--- config.mk ---
export PLATFORM = sky130hd
export DESIGN_NAME = keccak_rho_pi_seq
export DESIGN_NICKNAME = d
export VERILOG_FILES = /design/src/rtl/keccak_rho_pi_seq_pkg.sv /design/src/rtl/keccak_rho_pi_seq_rho_pi_rom.sv /design/src/rtl/keccak_rho_pi_seq.sv
export SDC_FILE = /design/constraint.sdc
export NUM_CORES = 2
export LEC_CHECK = 0
export ABC_AREA = 1
export BUFFER_PORTS_ARGS = -buffer_cell sky130_fd_sc_hd__buf_2
export CORE_MARGIN = 2
export CORE_UTILIZATION = 30
export DETAILED_ROUTE_END_ITERATION = 16
export PLACE_DENSITY_LB_ADDON = 0.1
export SETUP_SLACK_MARGIN = 0.2
export SYNTH_ARGS = -nofsm -noshare
export SYNTH_HDL_FRONTEND = slang
export SYNTH_SLANG_ARGS = --single-unit
--- constraint.sdc ---
create_clock -name clk -period 16.5 [get_ports clk]
set_input_delay 3.3 -clock clk [delete_from_list [all_inputs] [get_ports clk]]
set_output_delay 3.3 -clock clk [all_outputs]
set_load 0.005 [all_outputs]
--- src/rtl/keccak_rho_pi_seq_pkg.sv ---
// Shared constants, types and lookup tables for the Keccak rho+pi sequencer.
package keccak_rho_pi_seq_pkg;

   localparam int LANE_W  = 64;
   localparam int N_LANES = 25;
   localparam int CNT_W   = 5;
   localparam int ROT_W   = 6;

   localparam logic [CNT_W-1:0] LAST_LANE = 5'd24;

   typedef enum logic {
      S_LOAD,
      S_EMIT
   } state_e;

   // One ROM word: which input lane feeds output lane j, and by how much it rotates.
   typedef struct packed {
      logic [CNT_W-1:0] src;
      logic [ROT_W-1:0] rot;
   } rom_entry_t;

   // Rotation offsets r[x,y], indexed by input lane i = x + 5y.
   localparam logic [ROT_W-1:0] RHO_OFFS [N_LANES] = '{
      6'd0,  6'd1,  6'd62, 6'd28, 6'd27,
      6'd36, 6'd44, 6'd6,  6'd55, 6'd20,
      6'd3,  6'd10, 6'd43, 6'd25, 6'd39,
      6'd41, 6'd45, 6'd15, 6'd21, 6'd8,
      6'd18, 6'd2,  6'd61, 6'd56, 6'd14
   };

   // Source input lane for each output lane j = X + 5Y: src = ((3Y + X) % 5) + 5X.
   localparam logic [CNT_W-1:0] PI_SRC [N_LANES] = '{
      5'd0,  5'd6,  5'd12, 5'd18, 5'd24,
      5'd3,  5'd9,  5'd10, 5'd16, 5'd22,
      5'd1,  5'd7,  5'd13, 5'd19, 5'd20,
      5'd4,  5'd5,  5'd11, 5'd17, 5'd23,
      5'd2,  5'd8,  5'd14, 5'd15, 5'd21
   };

endpackage

--- src/rtl/keccak_rho_pi_seq_rho_pi_rom.sv ---
// Combinational lookup: output lane index -> {source lane, rotate amount}.
module keccak_rho_pi_seq_rho_pi_rom
   import keccak_rho_pi_seq_pkg::*;
(
   input  logic [CNT_W-1:0] lane_idx_i,
   output rom_entry_t       entry_o
);

   // Table lookup, guarded so out-of-range indices read as zero.
   always_comb begin
      // NOTE: default every output first so no path through the block infers a latch.
      entry_o = '0;
      if (lane_idx_i <= LAST_LANE) begin
         entry_o.src = PI_SRC[lane_idx_i];
         entry_o.rot = RHO_OFFS[PI_SRC[lane_idx_i]];
      end
   end

endmodule

--- src/rtl/keccak_rho_pi_seq.sv ---
// Keccak rho+pi sequencer: buffers one 25-lane state, then streams out
// B[j] = ROL(A[src(j)], RHO[src(j)]) through a single shared 64-bit rotator.
module keccak_rho_pi_seq
   import keccak_rho_pi_seq_pkg::*;
(
   input  logic              clk,
   input  logic              rst,
   input  logic              in_valid_i,
   output logic              in_ready_o,
   input  logic [LANE_W-1:0] in_lane_i,
   output logic              out_valid_o,
   input  logic              out_ready_i,
   output logic [LANE_W-1:0] out_lane_o,
   output logic              out_last_o,
   output logic              busy_o
);

   state_e            state_q;
   logic [CNT_W-1:0]  in_cnt_q;
   logic [CNT_W-1:0]  out_cnt_q;
   logic [LANE_W-1:0] lane_buf_q [N_LANES];
   logic [LANE_W-1:0] out_lane_q;
   logic              out_valid_q;
   logic              out_last_q;

   rom_entry_t        rom_entry;
   logic [LANE_W-1:0] rot_src;
   logic [LANE_W-1:0] rot_shl;
   logic [LANE_W-1:0] rot_shr;
   logic [LANE_W-1:0] out_lane_d;
   logic              in_fire;
   logic              load_en;
   logic              done_fire;

   keccak_rho_pi_seq_rho_pi_rom u_rom (
      .lane_idx_i (out_cnt_q),
      .entry_o    (rom_entry)
   );

   assign in_fire   = (state_q == S_LOAD) && in_valid_i;
   assign done_fire = out_valid_q && out_ready_i && out_last_q;
   // Refill the output register when it is empty or being drained, but never
   // after the final lane has been loaded and is still waiting for its handshake.
   assign load_en   = (state_q == S_EMIT) && (!out_valid_q || out_ready_i)
                      && !(out_valid_q && out_last_q);

   // Shared rotator; a zero rotate must not shift right by the full lane width.
   always_comb begin
      rot_src    = lane_buf_q[rom_entry.src];
      rot_shl    = rot_src << rom_entry.rot;
      rot_shr    = (rom_entry.rot == '0) ? '0
                   : rot_src >> (7'd64 - {1'b0, rom_entry.rot});
      out_lane_d = rot_shl | rot_shr;
   end

   // Lane buffer: written in input order during S_LOAD.
   always_ff @(posedge clk) begin
      // NOTE: the buffer has no reset; its contents are always overwritten before being read.
      if (in_fire) begin
         lane_buf_q[in_cnt_q] <= in_lane_i;
      end
   end

   // Control FSM, counters and registered output lane.
   always_ff @(posedge clk) begin
      // NOTE: sequential state uses non-blocking assignments so all flops update together.
      if (rst) begin
         state_q     <= S_LOAD;
         in_cnt_q    <= '0;
         out_cnt_q   <= '0;
         out_valid_q <= 1'b0;
         out_last_q  <= 1'b0;
         out_lane_q  <= '0;
      end else begin
         case (state_q)
            S_LOAD: begin
               if (in_fire) begin
                  if (in_cnt_q == LAST_LANE) begin
                     in_cnt_q <= '0;
                     state_q  <= S_EMIT;
                  end else begin
                     in_cnt_q <= in_cnt_q + 1'b1;
                  end
               end
            end
            S_EMIT: begin
               if (load_en) begin
                  out_lane_q  <= out_lane_d;
                  out_last_q  <= (out_cnt_q == LAST_LANE);
                  out_valid_q <= 1'b1;
                  out_cnt_q   <= (out_cnt_q == LAST_LANE) ? '0 : out_cnt_q + 1'b1;
               end else if (done_fire) begin
                  out_valid_q <= 1'b0;
                  out_last_q  <= 1'b0;
                  out_cnt_q   <= '0;
                  state_q     <= S_LOAD;
               end
            end
            default: state_q <= S_LOAD;
         endcase
      end
   end

   assign in_ready_o  = (state_q == S_LOAD);
   assign busy_o      = (state_q == S_EMIT);
   assign out_valid_o = out_valid_q;
   assign out_lane_o  = out_lane_q;
   assign out_last_o  = out_last_q;

endmodule
**Word-level counts from Yosys, hierarchy flattened**

Memories as Yosys holds them, arrays and structs flattened.
Cells that the tools add are included.

- Input bits: 68
- Memories kept: 3
- Output and inout port bits: 68
- Memory bits (read-only): 352
- Flip-flop bits (word level): 77
- Logic and storage cells: 57
- Latch bits: 0
- RAM bits: 1,600

Memory list:

| memory | words | bits a word | read ports | clocked after Yosys merged registers in | write ports | RTL line | source |
|---|---|---|---|---|---|---|---|
| lane_buf_q | 25 | 64 | 1 | 0 | 1 | keccak_rho_pi_seq.sv:21 | `logic [LANE_W-1:0] lane_buf_q [N_LANES];` |
| (name not given) | 32 | 6 | 1 | 0 | 0 | keccak_rho_pi_seq_rho_pi_rom.sv:15 | `entry_o.rot = RHO_OFFS[PI_SRC[lane_idx_i]];` |
| (name not given) | 32 | 5 | 1 | 0 | 0 | keccak_rho_pi_seq_rho_pi_rom.sv:14 | `entry_o.src = PI_SRC[lane_idx_i];` |

- Bitwise operators: 4
- $mul: 0
- $lt $le $gt $ge: 3
- $add $sub $neg: 3
- Shift operators: 2
- Reduce and logical (&&, ||, !) cells: 14
- Equality and inequality tests: 2
- Divide/modulo/power cells: 0
- Mux-type cells: 20

Operators by type and width:

| cell | number |
|---|---|
| $mux W64 | 1 |
| $or A64 B64 Y64 | 1 |
| $shl A64 B6 Y64 | 1 |
| $shr A64 B7 Y64 | 1 |
| $mux W5 | 6 |
| $ge A6 B6 Y1 const B | 2 |
| $mux W6 | 2 |
| $not A5 Y6 | 2 |
| $mux W11 | 1 |
| $add A5 B1 Y5 const B | 2 |
| $eq A5 B5 Y1 const B | 2 |
| $mux W1 | 9 |
| $sub A7 B6 Y7 const A | 1 |
| $logic_and A1 B1 Y1 | 6 |
| $logic_not A6 Y1 | 1 |
| $reduce_and A2 Y1 | 3 |
| $le A5 B5 Y1 const B | 1 |
| $logic_not A1 Y1 | 2 |
| $pmux W1 S2 | 1 |
| $reduce_bool A2 Y1 | 1 |
| $logic_or A1 B1 Y1 | 1 |
| $not A1 Y1 | 1 |

**Longest topological paths before layout**

- Depth after elaboration: 13
- Depth in mapped cells: 34
- Depth with buffers taken out: 28

**Hierarchy**

Synthesis repeated with hierarchy kept, for this count alone.

- Cells, all modules: 7,678
- Area, all modules: 76,378.3 um^2

Modules (own cells, without submodules):

| module | area an instance (um^2) | times used | seq. area each (um^2) | cells each |
|---|---|---|---|---|
| keccak_rho_pi_seq | 75,635.0 | 1 | 49,587.6 | 7,535 |
| keccak_rho_pi_seq_rho_pi_rom | 743.2 | 1 | 0.0 | 143 |

**Worst setup path after synthesis**

Ideal clock, no wire load.

- Path kind: input -> register
- From: input in_valid_i
- To: memory lane_buf_q[15][0] (enable)
- Path slack: 7.689 ns
- Data arrival time: 8.244 ns
- Setup time: 0.566 ns
- Stages on the path: 6
- Required time: 15.934 ns
- Path buffers: 0
- Cells stage by stage: nand2_1 -> inv_1 -> nand2_1 -> nor2_1 -> inv_1 -> nor3_1

- Cells in the longest elaborated chain, start to end: 3

Ends and longest elaborated chain:

| element | RTL line | source |
|---|---|---|
| start: declaration | keccak_rho_pi_seq.sv:8 | `input logic in_valid_i,` |
| $logic_and A1 B1 Y1 | keccak_rho_pi_seq.sv:40 | `assign in_fire = (state_q == S_LOAD) && in_valid_i;` |
| $mux W1 | keccak_rho_pi_seq.sv:59 | `if (in_fire) begin` |
| $mux W1 (not written as such) | keccak_rho_pi_seq.sv:60 | `lane_buf_q[in_cnt_q] <= in_lane_i;` |
| end: declaration | keccak_rho_pi_seq.sv:21 |  |

No other way between the ends.

**Final worst setup path**

- From: register out_cnt_q[0]
- To: register out_lane_q[24], in the netlist out_lane_o[24]

- Cells in the longest elaborated chain, start to end: 13
- Elaborated cells between the ends (all ways): 17
- Those cells by class: add/sub: 1; order compare: 1; shift: 2; mux: 6; bitwise: 3; reduce/logical: 1; memory: 3

Ends and longest elaborated chain:

| element | RTL line | source |
|---|---|---|
| start: declaration | keccak_rho_pi_seq.sv:20 | `logic [CNT_W-1:0] out_cnt_q;` |
| start signal: assignment | keccak_rho_pi_seq.sv:91 | `out_cnt_q <= (out_cnt_q == LAST_LANE) ? '0 : out_cnt_q + 1'b1;` |
| $not A5 Y6 (not written as such) | keccak_rho_pi_seq_rho_pi_rom.sv:14, keccak_rho_pi_seq_rho_pi_rom.sv:15 |  |
| $mem_v2 Z32 W5 | n/a |  |
| $mux W5 (not written as such) (2 in a row) | keccak_rho_pi_seq_rho_pi_rom.sv:14 |  |
| $not A5 Y6 (not written as such) | keccak_rho_pi_seq_rho_pi_rom.sv:15 |  |
| $mem_v2 Z32 W6 | n/a |  |
| $mux W6 (not written as such) (2 in a row) | keccak_rho_pi_seq_rho_pi_rom.sv:15 |  |
| $mux W11 (*) | keccak_rho_pi_seq_rho_pi_rom.sv:13 | `if (lane_idx_i <= LAST_LANE) begin` |
| $sub A7 B6 Y7 | keccak_rho_pi_seq.sv:52 | `: rot_src >> (7'd64 - {1'b0, rom_entry.rot});` |
| $shr A64 B7 Y64 | keccak_rho_pi_seq.sv:52 |  |
| $mux W64 | keccak_rho_pi_seq.sv:51 | `rot_shr = (rom_entry.rot == '0) ? '0` |
| $or A64 B64 Y64 (*) | keccak_rho_pi_seq.sv:53 | `out_lane_d = rot_shl \| rot_shr;` |
| end signal: assignment | keccak_rho_pi_seq.sv:88 | `out_lane_q <= out_lane_d;` |
| end: declaration | keccak_rho_pi_seq.sv:22 | `logic [LANE_W-1:0] out_lane_q;` |

Every way passes the cells marked *; elsewhere a longest branch is shown, timed or not. The select of a mux whose other input is x is not followed.
A chain may end at the register's enable or synchronous reset.

==> flow_summary.yaml <==
job:
  max_cap_violations: 0
outcome:
  status: "finished clean"
timing:
  finalSetupViolCount: 0
  max_freq_mhz: 136.7
  worst_pin_slew_ps: 1148
  final_max_slew_viol_count: 0
  relSlewSlack_pct: 23.45
  min_period_ps: 7317
  fin_crit_sh_pct: 44.35
  skew_ps: 62.68
  rsz0062_at_grt: "no"
  hold_viol: 0
  tns_ps: 0
floorplan:
  die_area_um2: 260700
  boundaryPins: 136
  initial_core_util_pct: 30.24
  rows: 185
  core_area_um2: 254600
  fp.dieH_um: 510.6
  die_x_um: 510.6
synth:
  seq_area_frac_synth_pct: 64.40
  synth_cells: 7476
  synthDistinctLibCells: 41
  syn_area_um2: 77000
  yosysTopAreaCell: "edfxtp_1"
  synth_area_leaders: "edfxtp_1 (62%), nand3_1 (16%), nand2_1 (8.7%), nand4_1 (3.0%), buf_2 (2.2%)"
  synth_top_area_share_pct: 62.40
  synth_flop_cell: "edfxtp_1"
  yosys_register_bits: 1677
  ys_async_sr_fraction_pct: 0
  syn_nets: 7563
  yosysWarnings: 0
  avgSynthCellArea_um2: 10.30
  synth_edf_count: 1600
clock_tree:
  post-cts-setup-buffers: 0
  cts.repair.resized: 0
  clk_pin_slew_worst_paths_ps: 60
  cts_tree: "done"
  numCtsBuffers: 193
  root_buffer: "clkbuf_16"
  clock_path_buffers: 3
  clock_sinks: 1677
  h-tree-depth: 4
  hold_buffers: 0
  clk_latency_ps: 880
detailed_routing:
  postRouteAntennaNets: 0
  num_vias: 60860
  dr.pass1.iters: 9
  drc_errors: 0
  wl_per_cell_um: 30.06
  wl_met3_um: 22260
  via_per_inst: 5.589
  dr.max_layer_used: "met5"
  routed-wl-met2_um: 148300
  met1Wirelength_um: 147100
  drt_iter0_drc: 7083
  wl_um: 327400
cells_and_area:
  area_growth_syn_to_layout_pct: 12.65
  final_core_util_pct: 34.07
  drive_gt1_share_pct: 8.519
  fillCellCount: 25820
  final_nets: 7444
placed_design:
  io_buffer_count: 135
  hpwl_um: 191400
  gp_congestion: 0.9775
pwr:
  power.density_nw_per_um2: 106.3
  p_leak_nw: 30.83
  irDropWorstVdd_mv: 0.1053
global_routing:
  grt_usage_pct: 24.43
  overflow: 0
  antenna_found_initial: 26
  grt_pass1_wl_um: 461700
  grt_max_degree: 168
  grt_pass1_vias: 57450
setup_path:
  worstPathMaxFanout: 167
  start_kind: "flop"
  rrSetupSlack_ps: 9180
  critPathKind: "flop to flop"
  end_kind: "flop"
  required_ps: 17250
  reg2reg_depth: 22
  arrival_ps: 8070
min_path:
  hold_class: "flop to flop"
  hold_depth: 2
cell families after synthesis:
| group | count (synthesis) | share of synthesized area [%] |
|---|---|---|
| simple gates | 4882 | 29.44 |
| flops | 1677 | 64.40 |
| buf+inv | 677 | 4.098 |
| compound gates | 216 | 1.644 |
| fa+ha+maj | 19 | 0.3087 |
| xor+xnor | 5 | 0.1105 |
critical path: stages, from the launching register on:
cell     delay, ps
dfxtp_1        510
inv_1          160
ha_1           390
nand3_1        160
nand3_4        460
nand3_4        650
buf_12         550
buf_4          730
buf_4          720
nand2_1        110
nand3_1        100
nand3_1         90
nand3_1        130
nand3_1        490
nand3_1        400
nand3_1        140
nand3_1        220
nand3_1        130
nand2_1        110
nand2_1         60
nand3_1        230
nand2_1        130
a21oi_1        180
worst paths after layout:
kind	start	to
worst max-delay path	out_cnt_q[0]$_SDFFE_PP0P_	out_lane_o[24]$_SDFFE_PP0P_
worst min-delay path	out_valid_o$_SDFFE_PP0P_	out_valid_o$_SDFFE_PP0P_
worst max register to register	out_cnt_q[0]$_SDFFE_PP0P_	out_lane_o[24]$_SDFFE_PP0P_
worst min register to register	out_valid_o$_SDFFE_PP0P_	out_valid_o$_SDFFE_PP0P_
power by group:
group | internal, mW | switching (mW)
Sequential | 4.69 | 0.00653
Combinational | 0.0539 | 0.241
Clock | 2.39 | 1.84
Total | 7.13 | 2.09
cells in the mapped netlist (9+ instances only):
library cell,number
or2_2,20
nor3_1,9
buf_2,333
o21ai_0,79
o21a_1,56
edfxtp_1,1600
buf_4,34
inv_1,66
buf_6,9
nand4_1,373
a21oi_1,51
nor2_1,133
dfxtp_1,77
ha_1,19
o21ai_1,18
inv_2,18
nand2_1,1793
buf_1,51
clkbuf_1,161
nand3_1,2518
stage by stage:
stage | total power [mW] | worst slack [ps] | std cells | cell area (µm²) | hold WS [ps]
6_report | 9.222 | 9183 | 10890 | 86740 | 503.8
5_1_grt | 9.485 | 8813 | 10880 | 86720 | 528.9
4_1_cts | 9.305 | 9321 | 10880 | 86710 | 502.8
3_5_place_dp | 5.077 | 9323 | 10530 | 80570 | 492.5
3_3_place_gp | 5.077 | 9339 | 10530 | 80570 | 484.1
2_1_floorplan | 4.903 | 7689 | 7476 | 77000 | 482.2
state kept, by name, indices dropped and copies added, names as in the netlist:
name	cells
out_last_o	1
busy_o	1
in_cnt_q	5
out_cnt_q	5
lane_buf_q	1600
out_valid_o	1
out_lane_o	64
layer usage:
layer / global-route usage, % / up-vias
met4: 6.935 / 12
met1: 34.55 / 31170
met3: 4.352 / 445
met5: 0 / -
li1: - / 26920
met2: 38.21 / 2317
cell usage in the layout, fill, tap and decap left out, drive strengths merged:
master and count:
diode 11, or2 21, nand3b 2, ha 19, a21oi 53, xor2 5
bufinv 13, nor3 9, nand4 373, nand3 2526, clkinvlp 4, and2 6
nor2 140, o21a 56, edfxtp 1600, o211ai 5, nand2 1805, a31oi 1
buf 274, a2bb2oi 1, inv 86, clkinv 88, a22oi 1, dfxtp 77
clkbuf 249, o21ai 99
area by class of cell:
| cell class | instances | area [µm²] | share of cell area [%] |
|---|---|---|---|
| inverter | 89 | 362.8 | 0.4183 |
| sequential | 1677 | 49590 | 57.17 |
| clock inverter | 102 | 1052 | 1.213 |
| timing repair buffer | 274 | 1869 | 2.155 |
| clock buffer | 249 | 5092 | 5.871 |
| tap | 3366 | 4212 | 4.855 |
| antenna | 11 | 27.53 | 0.03173 |
| multi-input combinational | 5122 | 24540 | 28.29 |
Power figures use the tool's default switching activity.
